`config.mk`:
```
export PLATFORM = sky130hd
export DESIGN_NAME = ibex_l2_rf_bank
export DESIGN_NICKNAME = d
export VERILOG_FILES = /design/src/rtl/ibex_l2_rf_pkg.sv /design/src/rtl/ibex_l2_rf_scrub_ctrl.sv /design/src/rtl/ibex_l2_rf_bank.sv
export SDC_FILE = /design/constraint.sdc
export NUM_CORES = 2
export LEC_CHECK = 0
export BUFFER_PORTS_ARGS = -buffer_cell sky130_fd_sc_hd__buf_2
export CORE_UTILIZATION = 40
export CTS_BUF_LIST = sky130_fd_sc_hd__clkbuf_8
export DETAILED_ROUTE_END_ITERATION = 8
export PLACE_DENSITY_LB_ADDON = 0.25
export SYNTH_ARGS = -nofsm -noshare
export SYNTH_HDL_FRONTEND = slang
export SYNTH_HIERARCHICAL = 1
export SYNTH_SLANG_ARGS = --single-unit
```
`constraint.sdc`:
```
create_clock -name clk_i -period 6.2 [get_ports clk_i]
set_input_delay 0.31 -clock clk_i [delete_from_list [all_inputs] [get_ports clk_i]]
set_output_delay 0.31 -clock clk_i [all_outputs]
set_load 0.01 [all_outputs]
```
`src/rtl/ibex_l2_rf_pkg.sv`:
```
// Shared types and helpers for the flop-based L2 register-file bank.
package ibex_l2_rf_pkg;

   typedef enum logic {
      RF_IDLE  = 1'b0,
      RF_CLEAR = 1'b1
   } rf_scrub_e;

   // One lane of the byte-enable merge; the caller loops over every lane of the word.
   function automatic logic [7:0] rf_merge_byte(input logic [7:0] old_byte,
                                                input logic [7:0] new_byte,
                                                input logic       be);
      return be ? new_byte : old_byte;
   endfunction

endpackage

```
`src/rtl/ibex_l2_rf_scrub_ctrl.sv`:
```
// Sequential scrub engine: walks every word once, issuing a zero-write per cycle.
//
// state    | meaning
// RF_IDLE  | no scrub in progress, user port owns the array
// RF_CLEAR | zeroing word[ptr_q], one word per cycle
module ibex_l2_rf_scrub_ctrl
   import ibex_l2_rf_pkg::*;
#(
   parameter int unsigned NumWords  = 28,
   parameter int unsigned AddrWidth = $clog2(NumWords)
) (
   input  logic                 clk_i,
   input  logic                 rst_ni,
   input  logic                 clear_i,
   output logic                 busy_o,
   output logic                 scrub_we_o,
   output logic [AddrWidth-1:0] scrub_addr_o
);

   localparam logic [AddrWidth-1:0] LastAddr = AddrWidth'(NumWords - 1);
   localparam logic [AddrWidth-1:0] AddrOne  = AddrWidth'(1);

   rf_scrub_e            state_q;
   logic [AddrWidth-1:0] ptr_q;
   logic                 busy_q;

   always_ff @(posedge clk_i or negedge rst_ni) begin
      if (!rst_ni) begin
         state_q <= RF_IDLE;
         ptr_q   <= '0;
         busy_q  <= 1'b0;
      end else begin
         case (state_q)
            RF_IDLE: begin
               if (clear_i) begin
                  state_q <= RF_CLEAR;
                  ptr_q   <= '0;
                  busy_q  <= 1'b1;
               end
            end
            RF_CLEAR: begin
               // clear_i is deliberately not looked at here: a scrub never restarts.
               if (ptr_q == LastAddr) begin
                  state_q <= RF_IDLE;
                  ptr_q   <= '0;
                  busy_q  <= 1'b0;
               end else begin
                  ptr_q <= ptr_q + AddrOne;
               end
            end
            default: begin
               state_q <= RF_IDLE;
               ptr_q   <= '0;
               busy_q  <= 1'b0;
            end
         endcase
      end
   end

   assign busy_o       = busy_q;
   assign scrub_we_o   = (state_q == RF_CLEAR);
   assign scrub_addr_o = ptr_q;

endmodule

```
`src/rtl/ibex_l2_rf_bank.sv`:
```
// Flop-based L2 register-file bank: byte-enabled write port, registered read port
// with write-first forwarding, range errors, and a zeroing scrub engine.
module ibex_l2_rf_bank
   import ibex_l2_rf_pkg::*;
#(
   parameter  int unsigned DataWidth = 32,
   parameter  int unsigned NumWords  = 28,
   parameter  bit          ZeroWord0 = 1'b1,
   localparam int unsigned AddrWidth = $clog2(NumWords),
   localparam int unsigned BeWidth   = DataWidth / 8
) (
   input  logic                 clk_i,
   input  logic                 rst_ni,
   input  logic                 clear_i,
   output logic                 busy_o,
   input  logic                 we_i,
   input  logic [AddrWidth-1:0] waddr_i,
   input  logic [DataWidth-1:0] wdata_i,
   input  logic [BeWidth-1:0]   wbe_i,
   output logic                 werr_o,
   input  logic                 rreq_i,
   input  logic [AddrWidth-1:0] raddr_i,
   output logic                 rvalid_o,
   output logic [DataWidth-1:0] rdata_o,
   output logic                 rerr_o
);

   logic                 busy;
   logic                 scrub_we;
   logic [AddrWidth-1:0] scrub_addr;

   ibex_l2_rf_scrub_ctrl #(
      .NumWords (NumWords),
      .AddrWidth(AddrWidth)
   ) u_scrub_ctrl (
      .clk_i       (clk_i),
      .rst_ni      (rst_ni),
      .clear_i     (clear_i),
      .busy_o      (busy),
      .scrub_we_o  (scrub_we),
      .scrub_addr_o(scrub_addr)
   );

   logic [DataWidth-1:0] mem_q [NumWords];
   logic [DataWidth-1:0] mem_d [NumWords];
   logic                 werr_q,   werr_d;
   logic                 rvalid_q, rvalid_d;
   logic                 rerr_q,   rerr_d;
   logic [DataWidth-1:0] rdata_q,  rdata_d;

   logic                 wr_in_range, rd_in_range, wr_en;
   logic [DataWidth-1:0] wr_old, wr_merged;

   always_comb begin
      mem_d       = mem_q;
      werr_d      = 1'b0;
      rvalid_d    = rreq_i;
      rerr_d      = 1'b0;
      rdata_d     = rdata_q;
      wr_old      = '0;
      wr_merged   = '0;
      wr_in_range = 32'(waddr_i) < NumWords;
      rd_in_range = 32'(raddr_i) < NumWords;
      wr_en       = we_i && !busy && wr_in_range && !(ZeroWord0 && (waddr_i == '0));
      werr_d      = we_i && (busy || !wr_in_range);

      // Out-of-range addresses are filtered before any array index is formed.
      if (wr_in_range) begin
         wr_old = mem_q[waddr_i];
      end
      for (int b = 0; b < int'(BeWidth); b++) begin
         wr_merged[8*b +: 8] = rf_merge_byte(wr_old[8*b +: 8], wdata_i[8*b +: 8], wbe_i[b]);
      end

      if (scrub_we) begin
         mem_d[scrub_addr] = '0;
      end else if (wr_en) begin
         mem_d[waddr_i] = wr_merged;
      end

      if (rreq_i) begin
         if (busy || !rd_in_range) begin
            rerr_d  = 1'b1;
            rdata_d = '0;
         end else if (ZeroWord0 && (raddr_i == '0)) begin
            rdata_d = '0;
         end else if (wr_en && (waddr_i == raddr_i)) begin
            rdata_d = wr_merged;
         end else begin
            rdata_d = mem_q[raddr_i];
         end
      end
   end

   always_ff @(posedge clk_i or negedge rst_ni) begin
      if (!rst_ni) begin
         mem_q    <= '{default: '0};
         werr_q   <= 1'b0;
         rvalid_q <= 1'b0;
         rerr_q   <= 1'b0;
         rdata_q  <= '0;
      end else begin
         mem_q    <= mem_d;
         werr_q   <= werr_d;
         rvalid_q <= rvalid_d;
         rerr_q   <= rerr_d;
         rdata_q  <= rdata_d;
      end
   end

   assign busy_o   = busy;
   assign werr_o   = werr_q;
   assign rvalid_o = rvalid_q;
   assign rerr_o   = rerr_q;
   assign rdata_o  = rdata_q;

endmodule

```
==> impl_metrics.json <==
{
  "status": "finished clean",
  "setup_viol": 0,
  "critical_path_at_ps": 4440,
  "leading_cell_types_in_the_layout_fill_and_taps_excluded": "sky130_fd_sc_hd__dfrtp_1, sky130_fd_sc_hd__a22o_1, sky130_fd_sc_hd__mux2i_1, sky130_fd_sc_hd__nand2_1, sky130_fd_sc_hd__clkbuf_8",
  "clockRootBuffer": "sky130_fd_sc_hd__clkbuf_8",
  "worst_skew_pair.late_latency_ps": 870,
  "postCtsSetupRepairBufs": 0,
  "route.vias.total": 39300,
  "dp_hpwl_mm": 112,
  "synth_enable_flop_cells": 0,
  "hold_depth": 4,
  "synth_fp_nets": 4113,
  "worst_clock_skew_ps": 42.5,
  "design.core.area_um2": 120000,
  "drt-wirelength-per-cell_um": 34.0,
  "synth.ff_latch_count": 938,
  "max-vdd-ir-drop_uv": 245,
  "first_global_vias": 38800,
  "total_leakage_power_uw": 0.0245,
  "post-route-min-period_ps": 3650,
  "hold_start": "wdata_i[3]",
  "tritoncts.num_buffers": 161,
  "die_width_um": 351,
  "yosys_warnings": 6,
  "synthesis.area_per_instance_um2": 12.0,
  "final-max-slew-violation-count": 0,
  "start_util_pct": 40.4,
  "ios": 87,
  "globalRouteTotalUtil_pct": 31.7,
  "layout-area-overhead-vs-synth_pct": 11.6,
  "path_max_fanout": 30,
  "cts-resized-gates": 0,
  "cts_hold_buf": 9,
  "syn-cell-area_um2": 48600,
  "fmax_mhz": 274,
  "gr-total-overflow": 0,
  "power_density_nw_per_um2": 268,
  "seq_total_area_yosys_pct": 48.3,
  "final.setup.tns_ps": 0,
  "cts_buffer_depth": 3,
  "routed_wirelength_mm": 196,
  "timing.hold.ws_ps": 60.8,
  "tritoncts_clock_tree": "done",
  "crit-reg2reg-launch": "u_scrub_ctrl/scrub_we_o",
  "clock-sinks": 938,
  "post_route_cells_drive_above_1_share_pct": 19.1,
  "slew_headroom_pct": 6.95,
  "drt_iter0_drc": 4727,
  "synth_async_sr_flop_share_pct": 100,
  "placement_rows": 127,
  "grt_first_pass_wirelength_mm": 282,
  "antenna_left": 0,
  "max_cap_viol_count": 0,
  "max_slew.worst_pin.slew_ps": 1390,
  "drt_pass1_iterations": 6,
  "critPathKind": "reg2reg",
  "fillCellCount": 11100,
  "finalNetCount": 4068,
  "timing.critical_path.required_ps": 6990,
  "vias_per_cell": 6.84,
  "die_height_um": 351,
  "synthCells": 4061,
  "worst_r2r_endpoint": "mem_q[619]",
  "rsz0062_at_grt": "no",
  "min_path_type": "in2reg",
  "synth.distinct_cells": 69,
  "gpl.final_weighted_congestion": 0.903,
  "floorplan.die_area_um2": 123000,
  "endpoint_kind": "flip-flop",
  "critical_path.startpoint_type": "flip-flop",
  "grt_antenna_before_repair": 7,
  "final_min_period_over_clock_period_pct": 58.9,
  "final_hold_viol_count": 0,
  "htree_levels": 4,
  "p_total_uw": 14500,
  "numPortBuffers": 86,
  "pin_count_of_the_biggest_net_entering_global_routing": 159,
  "layout_commonest_cell": "sky130_fd_sc_hd__dfrtp_1",
  "drt_drc_violations_left": 0,
  "flip_flop_cell_with_the_highest_count_after_synthesis": "sky130_fd_sc_hd__dfrtp_1",
  "timing.reg2reg.worst_path_depth": 7,
  "reg2reg_slack_ps": 2550,
  "hold-path-endpoint": "mem_q[803]",
  "clkTransAtPathRegs_ps": 60
}
[cells by family (layout without fill, tap and decap cells)]
family | count (synthesis) | count (layout) | share of synthesized area [%]
DFF | 938 | 938 | 48.3
other | 0 | 3 | 0
muxes | 710 | 710 | 19.7
and+or+nand+nor | 541 | 541 | 5.25
xor gates and xnor gates | 5 | 5 | 0.0901
AOI/OAI and AO/OA | 1414 | 1414 | 22.5
adders and majority gates | 1 | 1 | 0.0257
buffers and inverters | 452 | 522 | 4.21
[through the flow]
stage / instance area (µm²) / util [%] / setup slack, ps / std cells
floorplan: 48600 / - / 3690 / 4061
global placement: 50900 / 42.3 / 2210 / 5456
detailed placement: 50900 / 42.3 / 2200 / 5456
CTS: 54200 / 45.1 / 2670 / 5743
global route: 54200 / 45.1 / 2450 / 5744
finish: 54200 / 45.1 / 2550 / 5746
[worst max-delay path, cell delays in order, from the launching register on]
cell and delay [ps]:
sky130_fd_sc_hd__dfrtp_1 740, sky130_fd_sc_hd__nor2_1 260, sky130_fd_sc_hd__nand2_1 360, sky130_fd_sc_hd__nor3_2 60, sky130_fd_sc_hd__buf_4 390, sky130_fd_sc_hd__a21oi_4 1130, sky130_fd_sc_hd__buf_4 440, sky130_fd_sc_hd__a22o_1 170
[final cells by class]
| cell class | count | area (µm²) | share of cell area [%] |
|---|---|---|---|
| timing repair buffer | 236 | 1760 | 3.24 |
| clock buffer | 203 | 2790 | 5.15 |
| inverter | 8 | 30.0 | 0.0554 |
| antenna | 3 | 7.51 | 0.0138 |
| clock inverter | 75 | 428 | 0.789 |
| multi-input combinational | 2671 | 23700 | 43.8 |
| tap | 1612 | 2020 | 3.72 |
| sequential | 938 | 23500 | 43.3 |
[report_power, final]
part	switching [µW]	leakage, µW	internal, µW
Combinational	1730	0.00962	601
Clock	2700	0.00183	3060
Sequential	176	0.0131	6280
Total	4600	0.0245	9940
[per-layer routing]
metal / GRT usage [%] / vias to the layer above / part of all wire, %
li1: - / 15800 / -
met1: 41.2 / 20400 / 39
met2: 48.3 / 2514 / 45
met3: 8.49 / 592 / 11
met4: 16.6 / 8 / 5.6
met5: 0 / - / 0.026
[cell usage after synthesis, types with 29 or more instances]
cell type / count / area share (%)
sky130_fd_sc_hd__a22o_1: 783 / 14
sky130_fd_sc_hd__a21oi_1: 81 / 0.83
sky130_fd_sc_hd__nand2_1: 267 / 2.1
sky130_fd_sc_hd__dfrtp_1: 938 / 48
sky130_fd_sc_hd__o22ai_1: 152 / 2.0
sky130_fd_sc_hd__o21ai_0: 178 / 1.8
sky130_fd_sc_hd__mux4_2: 196 / 9.1
sky130_fd_sc_hd__clkbuf_1: 245 / 1.9
sky130_fd_sc_hd__a31oi_2: 29 / 0.75
sky130_fd_sc_hd__nor4_1: 30 / 0.39
sky130_fd_sc_hd__and2_1: 41 / 0.53
sky130_fd_sc_hd__a22oi_1: 148 / 2.3
sky130_fd_sc_hd__nor2_1: 73 / 0.56
sky130_fd_sc_hd__buf_4: 42 / 0.65
sky130_fd_sc_hd__nand3_1: 42 / 0.43
sky130_fd_sc_hd__buf_1: 29 / 0.22
sky130_fd_sc_hd__mux2i_1: 500 / 10
sky130_fd_sc_hd__buf_2: 121 / 1.2
[flip-flops by register name (all words and copies together) (netlist names)]
name / cells
rdata_o: 32
u_scrub_ctrl/busy_o: 1
mem_q: 896
u_scrub_ctrl/scrub_addr_o: 5
u_scrub_ctrl/scrub_we_o: 1
rvalid_o: 1
werr_o: 1
rerr_o: 1
[how the worst max path moves through the flow]
stage	cells after the start	endpoint	start
after CTS	7	mem_q[637]	u_scrub_ctrl/scrub_we_o
after detailed placement	8	rdata_o[6]	waddr_i[0]
after global routing	8	mem_q[615]	u_scrub_ctrl/scrub_we_o
after floorplan	8	rdata_o[10]	raddr_i[0]
final	7	mem_q[619]	u_scrub_ctrl/scrub_we_o
after global placement	8	rdata_o[6]	waddr_i[0]
No activity file was read; power rests on OpenSTA's default activity.
